==> src/rtl/atpg_entry_ctrl.sv <==
// ATPG entry controller: debounces TST, receives a serial unlock key plus mode code on SCL/SDA,
// and drives the test-mode controls. Define ATPG_LOCKOUT_EN to enable failed-attempt lockout.
module atpg_entry_ctrl #(
    parameter int               KEY_W    = 16,
    parameter logic [KEY_W-1:0] KEY_VAL  = 16'hA55A,
    parameter int               SEL_W    = 3,
    parameter int               DEB_CYC  = 8,
    parameter int               MAX_FAIL = 3
) (
    input  logic             clk,
    input  logic             rst,
    input  logic             tst_i,
    input  logic             scl_i,
    input  logic             sda_i,
    input  logic             se_pin_i,
    output logic             atpg_mode_o,
    output logic             scan_en_o,
    output logic [SEL_W-1:0] test_sel_o,
    output logic             locked_o,
    output logic             busy_o
);

    localparam int TOT_W = KEY_W + SEL_W;
    localparam int CNT_W = $clog2(TOT_W + 1);
    localparam int DEB_W = $clog2(DEB_CYC + 1);

`ifdef ATPG_LOCKOUT_EN
    typedef enum logic [2:0] {IDLE, SHIFT, CHECK, ACTIVE, FAIL, LOCK} state_t;
    localparam int FAIL_W = $clog2(MAX_FAIL + 1);
    logic [FAIL_W-1:0] fail_cnt_q, fail_cnt_d;
`else
    typedef enum logic [2:0] {IDLE, SHIFT, CHECK, ACTIVE, FAIL} state_t;
`endif

    state_t             state_q, state_d;
    logic [DEB_W-1:0]   deb_cnt_q, deb_cnt_d;
    logic               tst_f_q, tst_f_d;
    logic               scl_q;
    logic [CNT_W-1:0]   bit_cnt_q, bit_cnt_d;
    logic [TOT_W-1:0]   shreg_q, shreg_d;
    logic               scan_en_q, scan_en_d;
    logic [SEL_W-1:0]   test_sel_q, test_sel_d;
    logic               tst_diff, tst_flip, scl_rise, key_ok;

    // tst_f flips on the edge that completes DEB_CYC consecutive differing cycles
    always_comb begin
        tst_diff  = tst_i ^ tst_f_q;
        tst_flip  = tst_diff && (deb_cnt_q == DEB_W'(DEB_CYC - 1));
        deb_cnt_d = (tst_diff && !tst_flip) ? deb_cnt_q + DEB_W'(1) : '0;
        tst_f_d   = tst_f_q ^ tst_flip;
        scl_rise  = scl_i & ~scl_q;
        key_ok    = (shreg_q[TOT_W-1:SEL_W] == KEY_VAL);
    end

    always_comb begin
        state_d   = state_q;
        bit_cnt_d = bit_cnt_q;
        shreg_d   = shreg_q;
`ifdef ATPG_LOCKOUT_EN
        fail_cnt_d = fail_cnt_q;
`endif
        case (state_q)
            IDLE: begin
                // Every path back to IDLE leaves tst_f low, so a high level here is a fresh rise
                if (tst_f_q) begin
                    state_d   = SHIFT;
                    bit_cnt_d = '0;
                end
            end
            SHIFT: begin
                if (!tst_f_q) begin
                    state_d = IDLE;
                end else if (scl_rise) begin
                    shreg_d   = {shreg_q[TOT_W-2:0], sda_i};
                    bit_cnt_d = bit_cnt_q + CNT_W'(1);
                    if (bit_cnt_q == CNT_W'(TOT_W - 1)) begin
                        state_d = CHECK;
                    end
                end
            end
            CHECK: begin
                if (key_ok) begin
                    state_d = ACTIVE;
`ifdef ATPG_LOCKOUT_EN
                    fail_cnt_d = '0;
`endif
                end else begin
                    state_d = FAIL;
`ifdef ATPG_LOCKOUT_EN
                    fail_cnt_d = (fail_cnt_q == FAIL_W'(MAX_FAIL)) ? fail_cnt_q
                                                                   : fail_cnt_q + FAIL_W'(1);
                    if (fail_cnt_d == FAIL_W'(MAX_FAIL)) begin
                        state_d = LOCK;
                    end
`endif
                end
            end
            ACTIVE: begin
                if (!tst_f_q) begin
                    state_d = IDLE;
                end
            end
            FAIL: begin
                if (!tst_f_q) begin
                    state_d = IDLE;
                end
            end
`ifdef ATPG_LOCKOUT_EN
            LOCK: begin
                state_d = LOCK;
            end
`endif
            default: begin
                state_d = IDLE;
            end
        endcase

        // Registered controls follow the next state so they drop on the same edge ACTIVE is left
        scan_en_d  = (state_d == ACTIVE) && se_pin_i;
        test_sel_d = '0;
        if (state_d == ACTIVE) begin
            test_sel_d = (state_q == CHECK) ? shreg_q[SEL_W-1:0] : test_sel_q;
        end
    end

    always_ff @(posedge clk) begin
        if (rst) begin
            state_q    <= IDLE;
            deb_cnt_q  <= '0;
            tst_f_q    <= 1'b0;
            scl_q      <= 1'b0;
            bit_cnt_q  <= '0;
            shreg_q    <= '0;
            scan_en_q  <= 1'b0;
            test_sel_q <= '0;
        end else begin
            state_q    <= state_d;
            deb_cnt_q  <= deb_cnt_d;
            tst_f_q    <= tst_f_d;
            scl_q      <= scl_i;
            bit_cnt_q  <= bit_cnt_d;
            shreg_q    <= shreg_d;
            scan_en_q  <= scan_en_d;
            test_sel_q <= test_sel_d;
        end
    end

`ifdef ATPG_LOCKOUT_EN
    always_ff @(posedge clk) begin
        if (rst) begin
            fail_cnt_q <= '0;
        end else begin
            fail_cnt_q <= fail_cnt_d;
        end
    end

    assign locked_o = (state_q == LOCK);
`else
    assign locked_o = 1'b0;
`endif

    assign busy_o      = (state_q == SHIFT);
    assign atpg_mode_o = (state_q == ACTIVE);
    assign scan_en_o   = scan_en_q;
    assign test_sel_o  = test_sel_q;

endmodule

==> config.mk <==
export PLATFORM = sky130hd
export DESIGN_NAME = atpg_entry_ctrl
export DESIGN_NICKNAME = d
export VERILOG_FILES = /design/src/rtl/atpg_entry_ctrl.sv
export SDC_FILE = /design/constraint.sdc
export NUM_CORES = 1
export LEC_CHECK = 0
export ABC_AREA = 1
export CORE_ASPECT_RATIO = 0.5
export CORE_MARGIN = 2
export CORE_UTILIZATION = 56
export DETAILED_ROUTE_END_ITERATION = 6
export GPL_TIMING_DRIVEN = 0
export PLACE_DENSITY_LB_ADDON = 0.08
export SETUP_SLACK_MARGIN = 0.1
export SYNTH_ARGS = -nofsm -noshare
export SYNTH_HDL_FRONTEND = slang
export SYNTH_SLANG_ARGS = --single-unit
export TNS_END_PERCENT = 20
==> constraint.sdc <==
create_clock -name clk -period 1.7 [get_ports clk]
set_input_delay 0.34 -clock clk [delete_from_list [all_inputs] [get_ports clk]]
set_output_delay 0.34 -clock clk [all_outputs]
set_load 0.01 [all_outputs]
==> results.sh, run 1 <==
export IMPL_arrival_ns=1.19
export IMPL_drt_iter0_drc=68
export IMPL_cts_path_max_buffers=2
export IMPL_finalHoldViolations=0
export IMPL_grt_pass1_wl_um=5800
export IMPL_cts_root_buf="clkbuf_8"
export IMPL_synthesis_nets=234
export IMPL_antenna_cells=0
export IMPL_rsz0062_at_grt="no"
export IMPL_num_nets_final=251
export IMPL_fin_skew_ns=0.00935
export IMPL_finalPower_mw=1.71
export IMPL_place_port_buffers=10
export IMPL_cpPeakStageDelay_ns=0.36
export IMPL_path_clk_slew_ns=0.08
export IMPL_postSynthCellCount=225
export IMPL_synth_area_per_cell_um2=7.48
export IMPL_ant_nets=0
export IMPL_antenna_found_initial=0
export IMPL_drive_gt1_share_pct=14.8
export IMPL_io_pins=13
export IMPL_ir_drop_v=0.000553
export IMPL_critPathTopFamily="flip-flops"
export IMPL_initial_core_util_pct=62.0
export IMPL_numCtsBuffers=5
export IMPL_power_density_mw_per_mm2=877
export IMPL_rows=13
export IMPL_final_cell_mix="nor2_1, dfxtp_1, nand2_1"
export IMPL_vias=1432
export IMPL_report_final_slew_viol_count=0
export IMPL_max_clock_freq_ghz=0.655
export IMPL_layout_commonest_cell="nor2_1"
export IMPL_cp_slowest_cell="dfxtp_2"
export IMPL_status="complete, no violations"
export IMPL_cts_sinks=37
export IMPL_first_pass_iters=4
export IMPL_core_area_mm2=0.00272
export IMPL_maxCapViolations=0
export IMPL_die_h_um=42.8
export IMPL_drt_total_wl_um=3280
export IMPL_die_width_um=81.6
export IMPL_wl_per_cell_um=11.7
export IMPL_yosysWarnings=0
export IMPL_grt_ovfl_total=0
export IMPL_critPathMaxFanout=3
export IMPL_cts_tree="done"
export IMPL_critPathLaunchType="register"
export IMPL_cp_required_ns=1.36
export IMPL_grt_util_all_layers_pct=22.2
export IMPL_synth_seq_cells=37
export IMPL_hold_path_class="in -> reg"
export IMPL_synth_seq_area_share_pct=44.0
export IMPL_area_delta_synth_final_pct=15.7
export IMPL_power_leakage_nw=0.796
export IMPL_grt_pass1_vias=1355
export IMPL_route_detailed_drc=0
export IMPL_path_buf_inv=2
export IMPL_synth_cell_types=31
export IMPL_synth_area_mm2=0.00168
export IMPL_cts_setup_buffers=0
export IMPL_place_congestion=0.817
export IMPL_worstSetupEndpointType="output pin"
export IMPL_setup_viol_count_final=0
export IMPL_grt_max_degree=12
export IMPL_clk_latency_ns=0.29
export IMPL_fin_crit_ns=1.53
export IMPL_drt_vias_per_instance=5.11
export IMPL_hold_slack_ns=0.324
export IMPL_fin_crit_sh_pct=89.8
export IMPL_htreeDepth=2
export IMPL_path_class="reg -> out"
export IMPL_die_area_mm2=0.00349
export IMPL_post_dp_hpwl_um=2320
export IMPL_crit_path_cell_trace="inv_1 -> nor3_2 -> clkdlybuf4s15_1"
worst reg2reg max path, delay by kind of cell (launching register included):
kind | cells | cell delay [ns]
flip-flops | 1 | 0.42
AO/OA/AOI/OAI | 1 | 0.13
AND/OR/NAND/NOR | 3 | 0.29
buffers and inverters | 3 | 0.42
state kept, by name, summed over array words and instances, names as in the netlist, named ones only:
signal and cells:
state_q 3, scl_q 1, scan_en_o 1, bit_cnt_q 5, test_sel_o 3, deb_cnt_q 4, shreg_q 19
cells in the mapped netlist, drive strengths merged:
cell	n	area [um^2]
nor2	56	218
dfxtp	37	741
nand2	33	134
inv	28	105
o21ai	22	140
nand3	14	87.6
a21oi	11	58.8
buf	7	66.3
ha	3	37.5
nand4	3	18.8
clkbuf	2	7.51
nor3	2	20.0
conb	1	3.75
nor3b	1	7.51
o21bai	1	7.51
or2	1	6.26
or2b	1	7.51
xnor2	1	8.76
xor2	1	8.76
area by class of cell:
class	instances	area [um^2]
multi-input cells	151	764
clock buffers	7	86.3
well taps	37	46.3
plain buffers	9	73.8
inverters	28	105
fillers	229	768
repair buffers	10	98.8
flip-flops and latches	37	743
clock inverters	1	30.0
kinds of logic after synthesis:
logic type / after synthesis / synth area share (%)
other: 1 / 0.223
buffers and inverters: 37 / 10.6
AND/OR/NAND/NOR: 111 / 29.6
AO/OA/AOI/OAI: 34 / 12.3
flip-flops: 37 / 44.0
adder cells (fa/ha/maj): 3 / 2.23
XOR/XNOR: 2 / 1.04
final timing paths:
path                startpoint            to  slack (ns)  cells past startpoint
setup reg to reg      register    shreg_q[8]        0.34                      7
hold reg to reg   deb_cnt_q[0]  deb_cnt_q[0]        0.45                      1
setup / recovery    state_q[0]   atpg_mode_o        0.17                      3
hold / removal             rst    state_q[2]        0.32                      2
metrics by stage:
stage                     setup WS [ns]  utilization (%)  TNS [ns]  area [um^2]  instances
final                             0.174             71.7         0         1950        280
after global routing              0.104             71.7         0         1950        280
after CTS                         0.140             71.7         0         1950        280
after detailed placement        -0.0300             67.4    -0.131         1830        272
after global placement         -0.00755             67.4   -0.0107         1830        272
after floorplan                   0.507                -         0         1680        225
layer usage:
metal,share of wire [%],global-route usage (%),vias to the layer above
met1,46,27.1,665
met2,48,36.7,26
li1,-,-,736
met5,0,0,-
met3,5.3,7.02,5
met4,1.1,8.47,0
where the power goes:
part	internal [mW]	switching, mW
registers	0.870	0.00201
logic	0.0233	0.0310
clock network	0.478	0.305
what timing repair did:
item                                    CTS  global route
hold buffers                              0             0
endpoints found under the setup margin    2             1
hold endpoints to repair                  0             0
pin swaps                                 0             0
cloned                                    0             0
gates resized for setup                   4             1
(Power assumes the default switching activity.)
==> run 2, diff against run 1 <==
--- a/config.mk
+++ b/config.mk
@@ -8,7 +8,7 @@
 export ABC_AREA = 1
 export CORE_ASPECT_RATIO = 0.5
 export CORE_MARGIN = 2
-export CORE_UTILIZATION = 56
+export CORE_UTILIZATION = 29
 export DETAILED_ROUTE_END_ITERATION = 6
 export GPL_TIMING_DRIVEN = 0
 export PLACE_DENSITY_LB_ADDON = 0.08
==> run 2 against run 1 <==
Global-route usage shrank 9.5 points. Register-to-register slack is essentially flat. Sequential cell count is the same. Routed wire length grew 11%. Worst setup slack lost 0.016 ns. Clock skew shrank 0.0066 ns. Non-clock buffer count is the same. Combinational power is essentially flat. Total power grew 17%. Critical path type unchanged. Largest power group is now the clock network.
==> results.sh, run 2 (synthesis results as in run 1) <==
export IMPL_fin_skew_ns=0.00272
export IMPL_die_area_mm2=0.00647
export IMPL_finalHoldViolations=0
export IMPL_path_class="reg -> out"
export IMPL_multiInputGateArea_um2=764
export IMPL_cts_hold_buf=0
export IMPL_path_buf_inv=2
export IMPL_power_switching_mw=0.406
export IMPL_fin_crit_sh_pct=90.7
export IMPL_route_detailed_drc=0
export IMPL_grt_pass1_wl_um=6250
export IMPL_largest_reg_flops=19
export IMPL_rows=19
export IMPL_fin_util_pct=36.9
export IMPL_p_clk_share_pct=53.5
export IMPL_tns_ns=0
export IMPL_vias=1366
export IMPL_place_congestion=0.738
export IMPL_cts_path_max_buffers=2
export IMPL_critPathTopFamily="flip-flops"
export IMPL_cp_required_ns=1.36
export IMPL_numCtsBuffers=5
export IMPL_p_seq_share_pct=43.7
export IMPL_reg_top3="shreg_q (19), bit_cnt_q (5), deb_cnt_q (4)"
export IMPL_die_h_um=57.9
export IMPL_report_final_slew_viol_count=0
export IMPL_post_dp_hpwl_um=2550
export IMPL_arrival_ns=1.20
export IMPL_cts_sinks=37
export IMPL_setup_viol_count_final=0
export IMPL_grt_util_all_layers_pct=12.7
export IMPL_p_int_mw=1.59
export IMPL_core_area_mm2=0.00554
export IMPL_grt_max_degree=13
export IMPL_initial_core_util_pct=30.4
export IMPL_worstSetupEndpointType="output pin"
export IMPL_critPathMaxFanout=3
export IMPL_antenna_cells=0
export IMPL_max_clock_freq_ghz=0.649
export IMPL_htreeDepth=2
export IMPL_drt_iter0_drc=88
export IMPL_cpPeakStageDelay_ns=0.37
export IMPL_dpl_cell_area_mm2=0.00188
export IMPL_die_width_um=112
export IMPL_drive_gt1_share_pct=14.8
export IMPL_wl_per_cell_um=11.5
export IMPL_grt_pass1_vias=1276
export IMPL_regArea_um2=743
export IMPL_ant_nets=0
export IMPL_ir_drop_v=0.000363
export IMPL_power_density_mw_per_mm2=976
export IMPL_finalPower_mw=1.99
export IMPL_hold_path_class="in -> reg"
export IMPL_drt_vias_per_instance=4.32
export IMPL_first_pass_iters=5
export IMPL_swShare_pct=20.3
export IMPL_drt_total_wl_um=3630
export IMPL_clk_latency_ns=0.28
export IMPL_place_port_buffers=10
export IMPL_final_cell_mix="nor2_1, dfxtp_1, nand2_1"
export IMPL_path_clk_slew_ns=0.06
export IMPL_cp_slowest_cell="dfxtp_2"
export IMPL_maxCapViolations=0
export IMPL_grt_ovfl_total=0
export IMPL_fin_crit_ns=1.54
export IMPL_comb_power_share_pct=2.7
export IMPL_layout_commonest_cell="nor2_1"
export IMPL_cts_tree="done"
export IMPL_crit_path_cell_trace="inv_1 -> nor3_2 -> dlygate4sd2_1"
export IMPL_num_nets_final=251
export IMPL_antenna_found_initial=0
export IMPL_status="complete, no violations"
export IMPL_fillerInstances=609
export IMPL_critPathLaunchType="register"
export IMPL_fin_area_mm2=0.00204
export IMPL_power_leakage_nw=0.822
export IMPL_top_register="shreg_q"
export IMPL_cts_root_buf="clkbuf_16"
export IMPL_io_pins=13
export IMPL_rsz0062_at_grt="no"
export IMPL_area_delta_synth_final_pct=21.3
## run 2: cell count changes in the layout (fill, tap and decap cells not counted)
cell / before / now
clkinv_4: 0 / 1
clkbuf_8: 6 / 0
clkdlybuf4s15_1: 1 / 0
dlygate4sd2_1: 1 / 2
clkbuf_16: 0 / 5
## run 2: final timing paths
kind | startpoint | to | slack [ns] | depth (start not counted)
hold / removal | rst | bit_cnt_q[1] | 0.34 | 2
setup / recovery | state_q[0] | atpg_mode_o | 0.16 | 3
hold reg to reg | deb_cnt_q[0] | deb_cnt_q[0] | 0.44 | 1
setup reg to reg | register | shreg_q[7] | 0.34 | 7
## run 2: power groups by stage
stage / Combinational (mW) / Sequential [mW] / Clock (mW)
finish: 0.0543 / 0.872 / 1.07
global route: 0.0624 / 0.872 / 1.15
CTS: 0.0549 / 0.872 / 1.09
detailed placement: 0.0547 / 0.892 / 0
global placement: 0.0541 / 0.892 / 0
floorplan: 0.0354 / 0.891 / 0
## run 2: layout make-up
class | instances | area share (%)
repair buffers | 10 | 4.78
multi-input cells | 151 | 37.4
plain buffers | 9 | 3.61
clock inverters | 2 | 1.90
inverters | 28 | 5.14
clock buffers | 6 | 6.31
flip-flops and latches | 37 | 36.4
well taps | 73 | 4.47
## run 2: through the flow
stage | instances | hold slack, ns | setup WS, ns
2_1_floorplan | 225 | 0.418 | 0.507
3_3_place_gp | 308 | 0.434 | -0.0514
3_5_place_dp | 308 | 0.436 | -0.0439
4_1_cts | 316 | 0.348 | 0.147
5_1_grt | 316 | 0.351 | 0.102
6_report | 316 | 0.337 | 0.158
## run 2: metal layers
metal | vias to the layer above | GRT usage (%) | share of wire [%]
met5 | - | 0 | 0
met4 | 0 | 4.76 | 1.5
met3 | 6 | 4.92 | 4.1
met2 | 14 | 18.3 | 39
met1 | 613 | 17.5 | 56
li1 | 733 | - | -
## run 2: repair_timing
item | in CTS | in global routing
endpoints found under the setup margin | 2 | 0
buffers inserted | 0 | 0
resized for setup | 4 | 0
